$ cat src/rtl/id_ex_reg.sv
// ID/EX pipeline register: captures every decode-stage field on each rising clk, one-cycle latency.
// No enable, stall or flush; asynchronous active-high reset clears all outputs immediately.
module id_ex_reg #(
  parameter int DATA_W  = 32,
  parameter int REG_W   = 5,
  parameter int ALUOP_W = 3,
  parameter int FUNCT_W = 6
) (
  input  logic               clk,
  input  logic               rst,
  input  logic               hit,
  input  logic [DATA_W-1:0]  readData1,
  input  logic [DATA_W-1:0]  readData2,
  input  logic [DATA_W-1:0]  signExImmediate,
  input  logic               RegDst,
  input  logic               ALUSrc,
  input  logic               MemtoReg,
  input  logic               RegWrite,
  input  logic               MemRead,
  input  logic               MemWrite,
  input  logic               Branch,
  input  logic [ALUOP_W-1:0] ALUOp,
  input  logic [REG_W-1:0]   rt,
  input  logic [REG_W-1:0]   rd,
  input  logic [FUNCT_W-1:0] funct,
  input  logic [DATA_W-1:0]  nextPc,
  output logic               hit_OUT,
  output logic [DATA_W-1:0]  readData1_OUT,
  output logic [DATA_W-1:0]  readData2_OUT,
  output logic [DATA_W-1:0]  signExImmediate_OUT,
  output logic               RegDst_OUT,
  output logic               ALUSrc_OUT,
  output logic               MemtoReg_OUT,
  output logic               RegWrite_OUT,
  output logic               MemRead_OUT,
  output logic               MemWrite_OUT,
  output logic               Branch_OUT,
  output logic [ALUOP_W-1:0] ALUOp_OUT,
  output logic [REG_W-1:0]   rt_OUT,
  output logic [REG_W-1:0]   rd_OUT,
  output logic [FUNCT_W-1:0] funct_OUT,
  output logic [DATA_W-1:0]  nextPc_OUT
);

  typedef struct packed {
    logic               hit;
    logic [DATA_W-1:0]  read_data1;
    logic [DATA_W-1:0]  read_data2;
    logic [DATA_W-1:0]  imm;
    logic               reg_dst;
    logic               alu_src;
    logic               mem_to_reg;
    logic               reg_write;
    logic               mem_read;
    logic               mem_write;
    logic               branch;
    logic [ALUOP_W-1:0] alu_op;
    logic [REG_W-1:0]   rt;
    logic [REG_W-1:0]   rd;
    logic [FUNCT_W-1:0] funct;
    logic [DATA_W-1:0]  next_pc;
  } id_ex_t;

  id_ex_t stage_d;
  id_ex_t stage_q;

  always_comb begin
    stage_d            = '0;
    stage_d.hit        = hit;
    stage_d.read_data1 = readData1;
    stage_d.read_data2 = readData2;
    stage_d.imm        = signExImmediate;
    stage_d.reg_dst    = RegDst;
    stage_d.alu_src    = ALUSrc;
    stage_d.mem_to_reg = MemtoReg;
    stage_d.reg_write  = RegWrite;
    stage_d.mem_read   = MemRead;
    stage_d.mem_write  = MemWrite;
    stage_d.branch     = Branch;
    stage_d.alu_op     = ALUOp;
    stage_d.rt         = rt;
    stage_d.rd         = rd;
    stage_d.funct      = funct;
    stage_d.next_pc    = nextPc;
  end

  always_ff @(posedge clk or posedge rst) begin
    if (rst) begin
      stage_q <= '0;
    end else begin
      stage_q <= stage_d;
    end
  end

  assign hit_OUT             = stage_q.hit;
  assign readData1_OUT       = stage_q.read_data1;
  assign readData2_OUT       = stage_q.read_data2;
  assign signExImmediate_OUT = stage_q.imm;
  assign RegDst_OUT          = stage_q.reg_dst;
  assign ALUSrc_OUT          = stage_q.alu_src;
  assign MemtoReg_OUT        = stage_q.mem_to_reg;
  assign RegWrite_OUT        = stage_q.reg_write;
  assign MemRead_OUT         = stage_q.mem_read;
  assign MemWrite_OUT        = stage_q.mem_write;
  assign Branch_OUT          = stage_q.branch;
  assign ALUOp_OUT           = stage_q.alu_op;
  assign rt_OUT              = stage_q.rt;
  assign rd_OUT              = stage_q.rd;
  assign funct_OUT           = stage_q.funct;
  assign nextPc_OUT          = stage_q.next_pc;

endmodule

$ cat config.mk
export PLATFORM = sky130hd
export DESIGN_NAME = id_ex_reg
export DESIGN_NICKNAME = d
export VERILOG_FILES = /design/src/rtl/id_ex_reg.sv
export SDC_FILE = /design/constraint.sdc
export NUM_CORES = 1
export LEC_CHECK = 0
export CORE_AREA = 2 2 122 124
export CTS_BUF_LIST = sky130_fd_sc_hd__clkbuf_4 sky130_fd_sc_hd__clkbuf_8
export DETAILED_ROUTE_END_ITERATION = 12
export DIE_AREA = 0 0 124 126
export GPL_TIMING_DRIVEN = 1
export PLACE_DENSITY = 0.67
export SYNTH_ARGS = -nofsm -noshare
export SYNTH_HDL_FRONTEND = slang
export SYNTH_SLANG_ARGS = --single-unit
$ cat constraint.sdc
create_clock -name clk -period 8.8 [get_ports clk]
set_input_delay 2.2 -clock clk [delete_from_list [all_inputs] [get_ports clk]]
set_output_delay 2.2 -clock clk [all_outputs]
set_load 0.02 [all_outputs]
## Word-level counts from Yosys, hierarchy flattened

Cells that the tools add are included.

- Bits of input ports: 157
- Bits in registers: 155
- Output and inout port bits: 155

## Logic depth before layout (Yosys ltp)

Gate-level depths: netlist (run 1).

- Word-level depth: 0
- Gate-level depth with buffers: 1

## Worst setup path before layout (run 1)

Ideal clock, no wire load.

- Path kind: reg2out
- From: register stage_q, in the netlist ALUOp_OUT[0]
- To: output port ALUOp_OUT[0]
- Required time: 6600 ps
- Stages on the path, launching flop included: 1
- Path buffers: 0
- Slack: 6184 ps
- Data arrival time: 416 ps
- Cells stage by stage: dfrtp_1

RTL lines:

| element | RTL line | text |
|---|---|---|
| from (decl) | 65 | `id_ex_t stage_q;` |
| from (signal assigned) | 91 | `stage_q <= stage_d;` |
| to (decl) | 38 | `output logic [ALUOP_W-1:0] ALUOp_OUT,` |

No word-level cell between the ends.

==> results.md, run 1 <==
Run status:
- The run finished with clean final reports.

Global route:
- The first global-routing pass estimated 15700 um of wire.
- The initial antenna violation count is 1.
- For this run the aggregate overflow at the end of global routing stands at 0.
- Global routing used 14.1% of the available tracks.
- The number of global-route vias before repair was 2775.
- The maximum number of pins on one net before global-route repair is 87.

Power:
- The leakage power is 3.25 nW.
- Across the VDD grid, the largest voltage drop is 0.000115 V.
- The total power is 1.55 mW.
- Dividing total power by cell area gives a power density of 201 nW/um2.

STA:
- The final setup TNS is 0 ns.
- Setup repair after global routing left no endpoint under its margin.
- The final count of pins violating max slew is 0.
- The count of final setup violators is 0.
- In this run the tightest slew margin relative to its limit is 43.8%.
- The number of hold-slack violations in the final timing report is 0.
- Static timing analysis puts the maximum clock frequency at 277 MHz.
- The post-layout minimum cycle time is 3.61 ns.
- The final critical path takes up 41.0% of the cycle.
- For the pin with the worst max-slew slack, the measured transition is 0.843 ns.

Detailed routing:
- After detailed routing, the average wire length per cell comes to 16.0 um.
- The first-pass detailed-route iteration total is 4.
- The DRC violation count after routing is 0.
- The total via count after detailed routing is 2595.
- In this run, the number of DRC markers left after iteration 0 of detailed routing was 56.
- The number of routed nets with antenna violations is 0.
- The detail-routed via count per cell is 3.79.
- Summed over all layers, the routed wires come to 11000 um.

Logic synthesis:
- The total nets after synthesis is 313.
- The share of synthesized area in the top cell type comes to 99.9%.
- Summed over all instances, the cell type with the most area after synthesis is sky130_fd_sc_hd__dfrtp_1.
- The netlist uses 2 different library cells.
- For this run, the number of Yosys warnings is 0.
- In this run, synthesis produced a sequential element count of 155.
- The synthesized instance count is 156.
- By area the synthesized netlist is led by sky130_fd_sc_hd__dfrtp_1 100%, sky130_fd_sc_hd__inv_1 0.097%.
- Dividing the synthesized area by the synthesized cell count gives 24.9 um2.
- For this run, the register share of the synthesized area comes to 99.9%.
- The total standard cell area after synthesis is 3880 um2.

Finish:
- The area added between synthesis and finish is 97.9%.
- The final antenna diode count is 0.
- The area occupied by multi-input gates is 0 um2.
- The library cell used most frequently in the layout, excluding fill and tap cells, is sky130_fd_sc_hd__clkdlybuf4s50_1.
- 0 cells are multi-input combinational gates.
- The area used by sequential logic in the layout is 3880 um2.
- Of the cells placed in the final design, the portion with a size suffix greater than 1 is 6.80%.
- The library cells used most frequently in the layout, excluding fill and tap cells, are 311 x sky130_fd_sc_hd__clkdlybuf4s50_1, 155 x sky130_fd_sc_hd__dfrtp_1, 18 x sky130_fd_sc_hd__clkbuf_8, 4 x sky130_fd_sc_hd__bufinv_16, 3 x sky130_fd_sc_hd__clkinv_4.
- The final layout contains 644 nets.
- Fill cells in the final layout number 1193.

Floorplanning:
- The floorplan step defined a die boundary enclosing 15600 um2.
- 312 I/O pins were placed.
- The initial cell density of the core is 27.1%.
- The die boundary height is 126 um.
- Measured along the x axis, the die boundary spans 124 um.
- The floorplan has 44 rows.
- The core region is 14300 um2.

Setup path:
- Data arrives at the worst endpoint at 4.07 ns.
- The critical path contains buffers and inverters numbering 3 combined.
- The worst setup path is of the primary input to async pin kind.
- The highest fanout seen on the critical path is 86.
- STA classifies the critical path startpoint as a primary input.
- The critical path goes through clkdlybuf4s50_1, inv_6, buf_4.
- STA puts the critical path data required time at 9.26 ns.
- The family of cells with the greatest summed delay on the critical path is buffers and inverters.
- The largest stage delay on the critical path is 0.79 ns.
- The slowest stage of the critical path belongs to the cell sky130_fd_sc_hd__buf_4.
- The type of destination of the critical path is an async pin.

Placement:
- After legalization and detailed placement, the total HPWL measured 8390 um.
- At the end of routability-driven placement, the weighted congestion stood at 0.753.
- The count of input and output buffers is 311.

Clock tree:
- The clock slew at the register clock pins of the worst setup and hold paths is 0.08 ns.
- The CTS sink count is 155.
- In this run, post-CTS hold repair placed 0 buffers.
- The number of buffers inserted during clock tree synthesis is 17.
- The root buffer cell is sky130_fd_sc_hd__clkbuf_8.
- The clock tree from TritonCTS is built.
- No sink is reached through more buffers than the 2 on the longest clock path.
- The clock tree synthesis step divided the H-tree into 4 levels.
- Once the clock tree was built, the setup fixing pass inserted 0 buffers.
- Post-CTS repair changed the size of 0 cells.

Flow run:
- Across the run, the number of max-cap violations was 0.

Hold path:
- The path class of the tightest hold or removal check is primary input to register.
==> metrics by stage <==
| step | util, % | instances | hold WS, ns | area (um2) | setup WS [ns] |
|---|---|---|---|---|---|
| after floorplan | - | 156 | 2.23 | 3880 | 2.42 |
| after global placement | 50.6 | 652 | 2.64 | 7240 | 4.65 |
| after detailed placement | 50.6 | 652 | 2.65 | 7240 | 4.59 |
| after CTS | 53.7 | 684 | 2.16 | 7680 | 5.09 |
| after global routing | 53.7 | 684 | 2.15 | 7680 | 4.89 |
| final | 53.7 | 684 | 2.20 | 7680 | 5.19 |
==> final cells by class <==
cell class	count	area share, %
clock inverters	13	2.49
repair buffers	312	40.6
flip-flops and latches	155	50.5
clock buffers	19	3.32
inverters	1	0.114
well taps	184	3.00
==> path summary, 6_finish.rpt <==
| path | startpoint | end | slack (ns) | cells after the start |
|---|---|---|---|---|
| min in group asynchronous | rst | readData1_OUT[28]$_DFF_PP0_ | 2.29 | 2 |
| setup / recovery | rst | nextPc_OUT[23]$_DFF_PP0_ | 5.19 | 3 |
| hold / removal | nextPc[20] | nextPc_OUT[20]$_DFF_PP0_ | 2.20 | 1 |
| max in group clk | nextPc_OUT[28]$_DFF_PP0_ | nextPc_OUT[28] | 5.19 | 1 |
==> report_power, final <==
group	internal, mW	total (mW)	switching (mW)
Sequential	0.747	0.757	0.00963
Combinational	0.120	0.207	0.0868
Clock	0.323	0.582	0.259
==> cells by family after synthesis <==
logic type             Yosys count  synth area share (%)
flip-flops                     155                  99.9
buffers and inverters            1                0.0966
==> synth_stat cells <==
master,number
sky130_fd_sc_hd__inv_1,1
sky130_fd_sc_hd__dfrtp_1,155
==> registers in the layout, indices dropped and copies added (netlist names) <==
name	cells
funct_OUT	6
hit_OUT	1
nextPc_OUT	32
RegWrite_OUT	1
readData1_OUT	32
RegDst_OUT	1
MemtoReg_OUT	1
readData2_OUT	32
MemWrite_OUT	1
rt_OUT	5
MemRead_OUT	1
rd_OUT	5
ALUOp_OUT	3
Branch_OUT	1
ALUSrc_OUT	1
signExImmediate_OUT	32
==> layer usage <==
| metal | GRT usage [%] | wire length [um] |
|---|---|---|
| met2 | 23.9 | 5650 |
| met4 | 5.49 | 172 |
| met3 | 8.29 | 1460 |
| met1 | 14.1 | 3650 |
| met5 | 0 | 13 |
Note: power is estimated with default switching activity, not from simulation.
==> run 2: changes to the inputs <==
- CORE_AREA: 2 2 122 124 -> 2 2 121 123
- DIE_AREA: 0 0 124 126 -> 0 0 123 125
- PLACE_DENSITY: 0.67 -> 0.7
- clock period: 8.8 -> 3.3 ns (I/O delays scaled with it)
==> run 2 against run 1 <==
Final area grew 0.36%. Clock-buffer cell count grew 1. Flip-flop and latch count is the same. Die area shrank 1.6%. Combinational power grew to 2.7 times the previous value. First-iteration DRC count grew 45%. Utilization grew 0.61 points. Critical endpoint is now readData2_OUT[11].
==> results.md, run 2 (synthesized netlist as in run 1, its figures left out) <==
Global route:
- The remaining global-route overflow is 0 (unchanged).
- The global-route wire length before repair came to 15100 um (-4.2%).
- The met2 usage in global routing is 22.5% (-1.4 points).
- The initial antenna violation count is 0 (-1).
- The met3 usage came to 8.30% (+0.015 points).
- The number of global-route vias before repair came to 2775 (unchanged).
- The routing layer with the top usage in global route is met2.
- The met1 track demand over resource in global routing was 14.2% (+0.11 points).
- The overall track demand over capacity in global routing came to 13.6% (-0.55 points).
- The maximum number of pins on one net before global-route repair was 46 (-47%).

Setup path:
- The required time of the critical path came to 2.47 ns (-6.79 ns).
- The kind of start point of the critical path is a register.
- By startpoint and endpoint, the worst setup path is classified as register to primary output.
- On the critical path, the stage with the largest delay is an instance of sky130_fd_sc_hd__clkdlybuf4s50_1.
- The data arrival time at the worst-slack endpoint is 1.39 ns (-2.68 ns).
- The highest fanout seen on the critical path was 1 (-99%).
- The largest stage delay on the critical path is 0.64 ns (-0.15 ns).
- The sum of buffers and inverters on the critical path is 1 (-2).
- The critical path goes through clkdlybuf4s50_1.
- The type of destination of the critical path is a primary output.
- The depth of the critical timing path with buffers and inverters included came to 1 (-2).
- The cell family contributing the most delay on the critical path is buffers and inverters.

Hold path:
- The count of cells along the worst hold path was 1 (unchanged).
- In this run the worst hold path is classified as primary input to register.

Clock tree:
- TritonCTS built the clock tree.
- The buffers inserted during post-CTS setup optimization is 0 (unchanged).
- In this run the clock root is driven by a sky130_fd_sc_hd__clkbuf_8.
- The quantity of hold-fixing buffers added after cts is 0 (unchanged).
- The CTS sink count was 155 (unchanged).
- The count of cells resized by post-cts repair is 0 (unchanged).
- The number of H-tree levels is 4 (unchanged).
- The clock slew at the register clock pins of the worst setup and hold paths is 0.08 ns (about the same).
- The maximum number of buffers from clock root to sink is 2 (unchanged).
- The number of buffers inserted during clock tree synthesis is 17 (unchanged).

Placement:
- The count of input and output buffers is 311 (unchanged).
- The total cell area at the placement stage is 7310 um2 (+0.95%).
- The total half-perimeter wirelength after legalization and detailed placement is 8020 um (-4.4%).
- The final RePlAce weighted congestion was 0.729 (-3.2%).

STA:
- The count of final setup violators is 0 (unchanged).
- The maximum achievable frequency is 452 MHz.
- The normalized max-slew margin came to 57.7% (+14 points).
- The post-layout minimum cycle time is 2.21 ns.
- The final count of pins violating max slew is 0 (unchanged).
- The final setup TNS is 0 ns (unchanged).
- In the finished design, the share of the clock period the worst path needs comes to 67.0%.
- The number of hold-slack violations in the final timing report is 0 (unchanged).
- The slew at the pin with the worst max-slew slack is 0.633 ns (-0.210 ns).
- Setup repair after global routing left no endpoint under its margin.

Detailed routing:
- The post-detailed-route wirelength per cell is 15.0 um (-6.3%).
- The number of routed nets with antenna violations is 0 (unchanged).
- The total via count after detailed routing is 2607 (+0.46%).
- The first-pass detailed-route iteration total is 4 (unchanged).
- The DRC violation count after routing is 0 (unchanged).
- The detail-routed via count per cell is 3.79 (-0.12%).
- The post-detailed-routing wire length is 10300 um (-5.8%).
- The number of DRC violations after detailed-routing iteration 0 came to 81 (+45%).

Power:
- The leakage power was 3.27 nW (+0.55%).
- The ratio of total power to cell area is 520 nW/um2 (+160%).
- The largest vdd supply drop came to 0.000254 V (+120%).
- The total power is 4.01 mW (+160%).

Finish:
- The final antenna diode count is 0 (unchanged).
- The commonest non-fill, non-tap cell in the layout is sky130_fd_sc_hd__clkdlybuf4s50_1.
- The share of the core filled with cells in the final layout is 54.3% (+0.61 points).
- The final standard cell area without fillers came to 7710 um2 (+0.36%).
- In the layout the commonest cells are 311 x sky130_fd_sc_hd__clkdlybuf4s50_1, 155 x sky130_fd_sc_hd__dfrtp_1, 18 x sky130_fd_sc_hd__clkbuf_8, 5 x sky130_fd_sc_hd__buf_4.
- The total number of multi-input combinational cells is 0 (unchanged).
- The area used by sequential logic in the layout is 3880 um2 (unchanged).
- The area occupied by multi-input gates is 0 um2 (unchanged).
- The share of cells above drive strength 1 is 7.54% (+0.74 points).
- The total of fill cells in the finished design is 1124 (-5.8%).
- The layout net count is 650 (+0.93%).
- Relative to the synthesized area, the layout overhead comes to 98.6%.

Floorplanning:
- The initial cell density of the core came to 27.3% (+0.21 points).
- The overall die width is 123 um (-0.81%).
- The die boundary height is 125 um (-0.79%).
- The core box area is 14200 um2 (-0.77%).
- The area of the die is 15400 um2 (-1.6%).
- The total number of placement rows is 44 (unchanged).
- The I/O pin total is 312 (unchanged).

Run status:
- The run finished with clean final reports.

Flow run:
- The number of max-capacitance violations reported is 0 (unchanged).
-- run 2: cell count changes in the layout (fill, tap and decap cells not counted), sizes merged --
cell    delta
buf        +6
bufinv     -1
clkbuf     +1
inv        -2
-- run 2: layout make-up --
type / count / share of cell area [%]
flip-flops and latches: 155 / 50.3
repair buffers: 318 / 41.4
clock buffers: 20 / 3.41
well taps: 184 / 2.99
clock inverters: 10 / 1.85
inverters: 1 / 0.0973
-- run 2: routing by layer --
layer	part of all wire [%]	routed length (um)
met1	35	3580
met4	1.0	104
met5	0	0
met2	52	5330
met3	13	1310
-- run 2: metrics by stage --
| step | hold slack, ns | instances | setup slack (ns) |
|---|---|---|---|
| floorplan | 0.856 | 156 | 0.516 |
| global placement | 1.27 | 658 | 1.36 |
| detailed placement | 1.27 | 658 | 1.34 |
| CTS | 0.777 | 688 | 1.02 |
| global route | 0.771 | 688 | 0.988 |
| finish | 0.824 | 688 | 1.09 |
-- run 2: report_power, final --
group	internal, mW	switching (mW)	total (mW)
combinational	0.329	0.232	0.562
sequential	1.99	0.0262	2.02
clock	0.780	0.648	1.43
total	3.10	0.907	4.01
-- run 2: worst paths after layout --
path                                        startpoint                          end  slack, ns
max                        readData2_OUT[11]$_DFF_PP0_            readData2_OUT[11]       1.09
min                                              rt[3]          rt_OUT[3]$_DFF_PP0_       0.82
max in group asynchronous                          rst  readData2_OUT[21]$_DFF_PP0_       1.85
min in group asynchronous                          rst   readData2_OUT[3]$_DFF_PP0_       0.83
==> run 3: changes to the inputs <==
- clock period: 3.3 -> 2 ns (I/O delays scaled with it)
==> run 3 against run 2 <==
Final cell count rose by 1.2%. Wire length rose by 3.5%. Clock power rose by 85%. Clock-buffer cell count is the same. Critical path depth is the same. Flip-flop and latch count stayed put. Combinational power rose by 68%. Final area is 1.7% higher. Sequential power increased by 65%. Critical path type unchanged. Largest cell class unchanged. Largest power group unchanged.
==> results.md, run 3 (synthesized netlist as in run 1, its figures left out) <==
Detailed routing:
- The post-detailed-route wirelength per cell is 15.4 um (+2.3%).
- The first-pass detailed-route iteration total is 4 (unchanged).
- The number of DRC violations after detailed-routing iteration 0 is 63 (-22%).
- The total via count after detailed routing is 2660 (+2.0%).
- The detail-routed via count per cell is 3.82 (+0.86%).
- The DRC violation count after routing is 0 (unchanged).
- The number of routed nets with antenna violations is 0 (unchanged).
- The post-detailed-routing wire length came to 10700 um (+3.5%).

Power:
- The cell-internal power is 5.40 mW (+74%).
- The total power is 6.92 mW (+73%).
- The share of power burned in combinational logic is 13.7% (-0.3 points).
- The leakage power is 3.33 nW (+1.9%).
- The net load switching power is 1.52 mW (+67%).
- The share of total power consumed by net switching is 21.9% (-0.69 points).
- The largest vdd supply drop is 0.000594 V (+130%).
- The part of the power in the clock network is 38.2% (+2.6 points).
- The ratio of total power to cell area came to 882 nW/um2 (+70%).
- The sequential cell fraction of total power is 48.1% (-2.3 points).

Global route:
- The number of global-route vias before repair is 3049 (+9.9%).
- The remaining global-route overflow is 0 (unchanged).
- The overall track demand over capacity in global routing was 14.3% (+0.73 points).
- The global-route wire length before repair is 15900 um (+5.8%).
- The initial antenna violation count is 0 (unchanged).
- The maximum number of pins on one net before global-route repair is 27 (-41%).

Placement:
- The total cell area at the placement stage was 7380 um2 (+1.1%).
- The setup slack after placement is 0.515 ns (-0.822 ns).
- The final RePlAce weighted congestion is 0.807 (+11%).
- The count of input and output buffers is 311 (unchanged).
- The total half-perimeter wirelength after legalization and detailed placement came to 8420 um (+5.0%).
- The placed cell count came to 665 (+1.1%).

Finish:
- The share of cells above drive strength 1 is 8.98% (+1.4 points).
- The area occupied by multi-input gates is 0 um2 (unchanged).
- Compared with the post-synthesis result, the final layout area differs by 102%.
- The total of fill cells in the finished design was 1158 (+3.0%).
- In the layout the commonest cells are 311 x sky130_fd_sc_hd__clkdlybuf4s50_1, 155 x sky130_fd_sc_hd__dfrtp_1, 19 x sky130_fd_sc_hd__clkbuf_8, 10 x sky130_fd_sc_hd__buf_4, 5 x sky130_fd_sc_hd__bufinv_16.
- The area used by sequential logic in the layout is 3880 um2 (unchanged).
- Leaving out fill and tap cells, the most frequent cell in the layout is sky130_fd_sc_hd__clkdlybuf4s50_1.
- The share of the core filled with cells in the final layout is 55.2% (+0.93 points).
- The number of standard cells in the layout, taps in and fillers out came to 696 (+1.2%).
- The final antenna diode count is 0 (unchanged).
- The total number of multi-input combinational cells is 0 (unchanged).
- The final standard cell area without fillers is 7850 um2 (+1.7%).
- The layout net count is 657 (+1.1%).

Setup path:
- The kind of critical path is register to primary output.
- The largest stage delay on the critical path is 0.61 ns (-0.03 ns).
- The signal on the critical path passes through clkdlybuf4s50_1.
- The kind of start point of the critical path is a register.
- The data arrival time at the worst-slack endpoint is 1.40 ns (about the same).
- The required time of the critical path is 1.50 ns (-0.97 ns).
- The highest fanout seen on the critical path came to 1 (unchanged).
- The source of the critical timing path is signExImmediate_OUT[19]$_DFF_PP0_.
- The sum of buffers and inverters on the critical path was 1 (unchanged).
- The end of the critical path is signExImmediate_OUT[19].
- The slowest stage cell on the critical path is sky130_fd_sc_hd__clkdlybuf4s50_1.
- The worst setup path is captured at a primary output.
- The depth of the critical timing path with buffers and inverters included was 1 (unchanged).
- The family of cells with the greatest summed delay on the critical path is buffers and inverters.

Clock tree:
- The CTS sink count is 155 (unchanged).
- The maximum number of buffers from clock root to sink is 2 (unchanged).
- The clock slew at the register clock pins of the worst setup and hold paths is 0.08 ns (about the same).
- In this run the clock root is driven by a sky130_fd_sc_hd__clkbuf_8.
- The number of buffers inserted during clock tree synthesis is 17 (unchanged).
- The count of cells resized by post-cts repair is 0 (unchanged).
- The buffers inserted during post-CTS setup optimization is 0 (unchanged).
- The number of H-tree levels came to 4 (unchanged).
- The quantity of hold-fixing buffers added after cts came to 0 (unchanged).
- The clock tree from TritonCTS is built.

STA:
- Setup repair after global routing left no endpoint under its margin.
- The setup slack of the critical path after layout was 0.105 ns (-0.983 ns).
- The final count of pins violating max slew came to 0 (unchanged).
- The slew at the pin with the worst max-slew slack is 0.561 ns (-0.0719 ns).
- The post-layout minimum cycle time is 1.90 ns.
- Based on the critical path, the design can be clocked at up to 528 MHz.
- The final setup TNS came to 0 ns (unchanged).
- The number of hold-slack violations in the final timing report is 0 (unchanged).
- The normalized max-slew margin was 62.5% (+4.8 points).
- The count of final setup violators is 0 (unchanged).
- The smallest hold slack is 0.477 ns (-0.347 ns).
- The share of the cycle needed by the critical path after routing is 94.8%.

Flow run:
- The number of max-capacitance violations reported is 0 (unchanged).

Floorplanning:
- The die boundary height is 125 um (unchanged).
- The overall die width is 123 um (unchanged).
- The core box area was 14200 um2 (unchanged).
- The initial cell density of the core came to 27.3% (unchanged).
- The area of the die came to 15400 um2 (unchanged).
- The I/O pin total was 312 (unchanged).
- The total number of placement rows is 44 (unchanged).

Hold path:
- The type of the worst min-delay path is primary input to async pin.

Run status:
- The run finished with clean final reports.
run 3: cell types whose count changed in the layout (fill, tap and decap cells not counted):
cell	previous run	this run
sky130_fd_sc_hd__buf_4	5	10
sky130_fd_sc_hd__clkinv_4	3	0
sky130_fd_sc_hd__buf_12	2	4
sky130_fd_sc_hd__bufinv_16	3	5
sky130_fd_sc_hd__clkinvlp_4	2	4
sky130_fd_sc_hd__clkbuf_4	2	1
sky130_fd_sc_hd__clkbuf_8	18	19
run 3: layer usage:
layer  share of wire, %  GRT usage, %
met2                 53          25.1
met3                 14          8.67
met5                  0             0
met1                 32          13.5
met4                1.3          5.15
run 3: power by group through the flow:
stage	sequential [mW]	combinational (mW)	clock, mW
6_report	3.33	0.946	2.65
5_1_grt	3.34	1.00	2.89
4_1_cts	3.33	0.963	2.74
3_5_place_dp	3.40	0.958	0
3_3_place_gp	3.39	0.947	0
2_1_floorplan	3.61	0.0460	0
run 3: worst min path at each step:
stage | endpoint | slack [ns] | from
after floorplan | ALUOp_OUT[0]$_DFF_PP0_ | 0.53 | ALUOp[0]
after global placement | nextPc_OUT[27]$_DFF_PP0_ | 0.94 | nextPc[27]
after detailed placement | nextPc_OUT[13]$_DFF_PP0_ | 0.95 | nextPc[13]
after CTS | rt_OUT[4]$_DFF_PP0_ | 0.46 | rt[4]
after global routing | nextPc_OUT[8]$_DFF_PP0_ | 0.44 | nextPc[8]
final | nextPc_OUT[25]$_DFF_PP0_ | 0.48 | rst
run 3: cell type report:
type                    count  area share, %
repair buffers            325           41.7
well taps                 184           2.93
inverters                   1         0.0957
clock inverters            11           2.44
flip-flops and latches    155           49.4
clock buffers              20           3.43
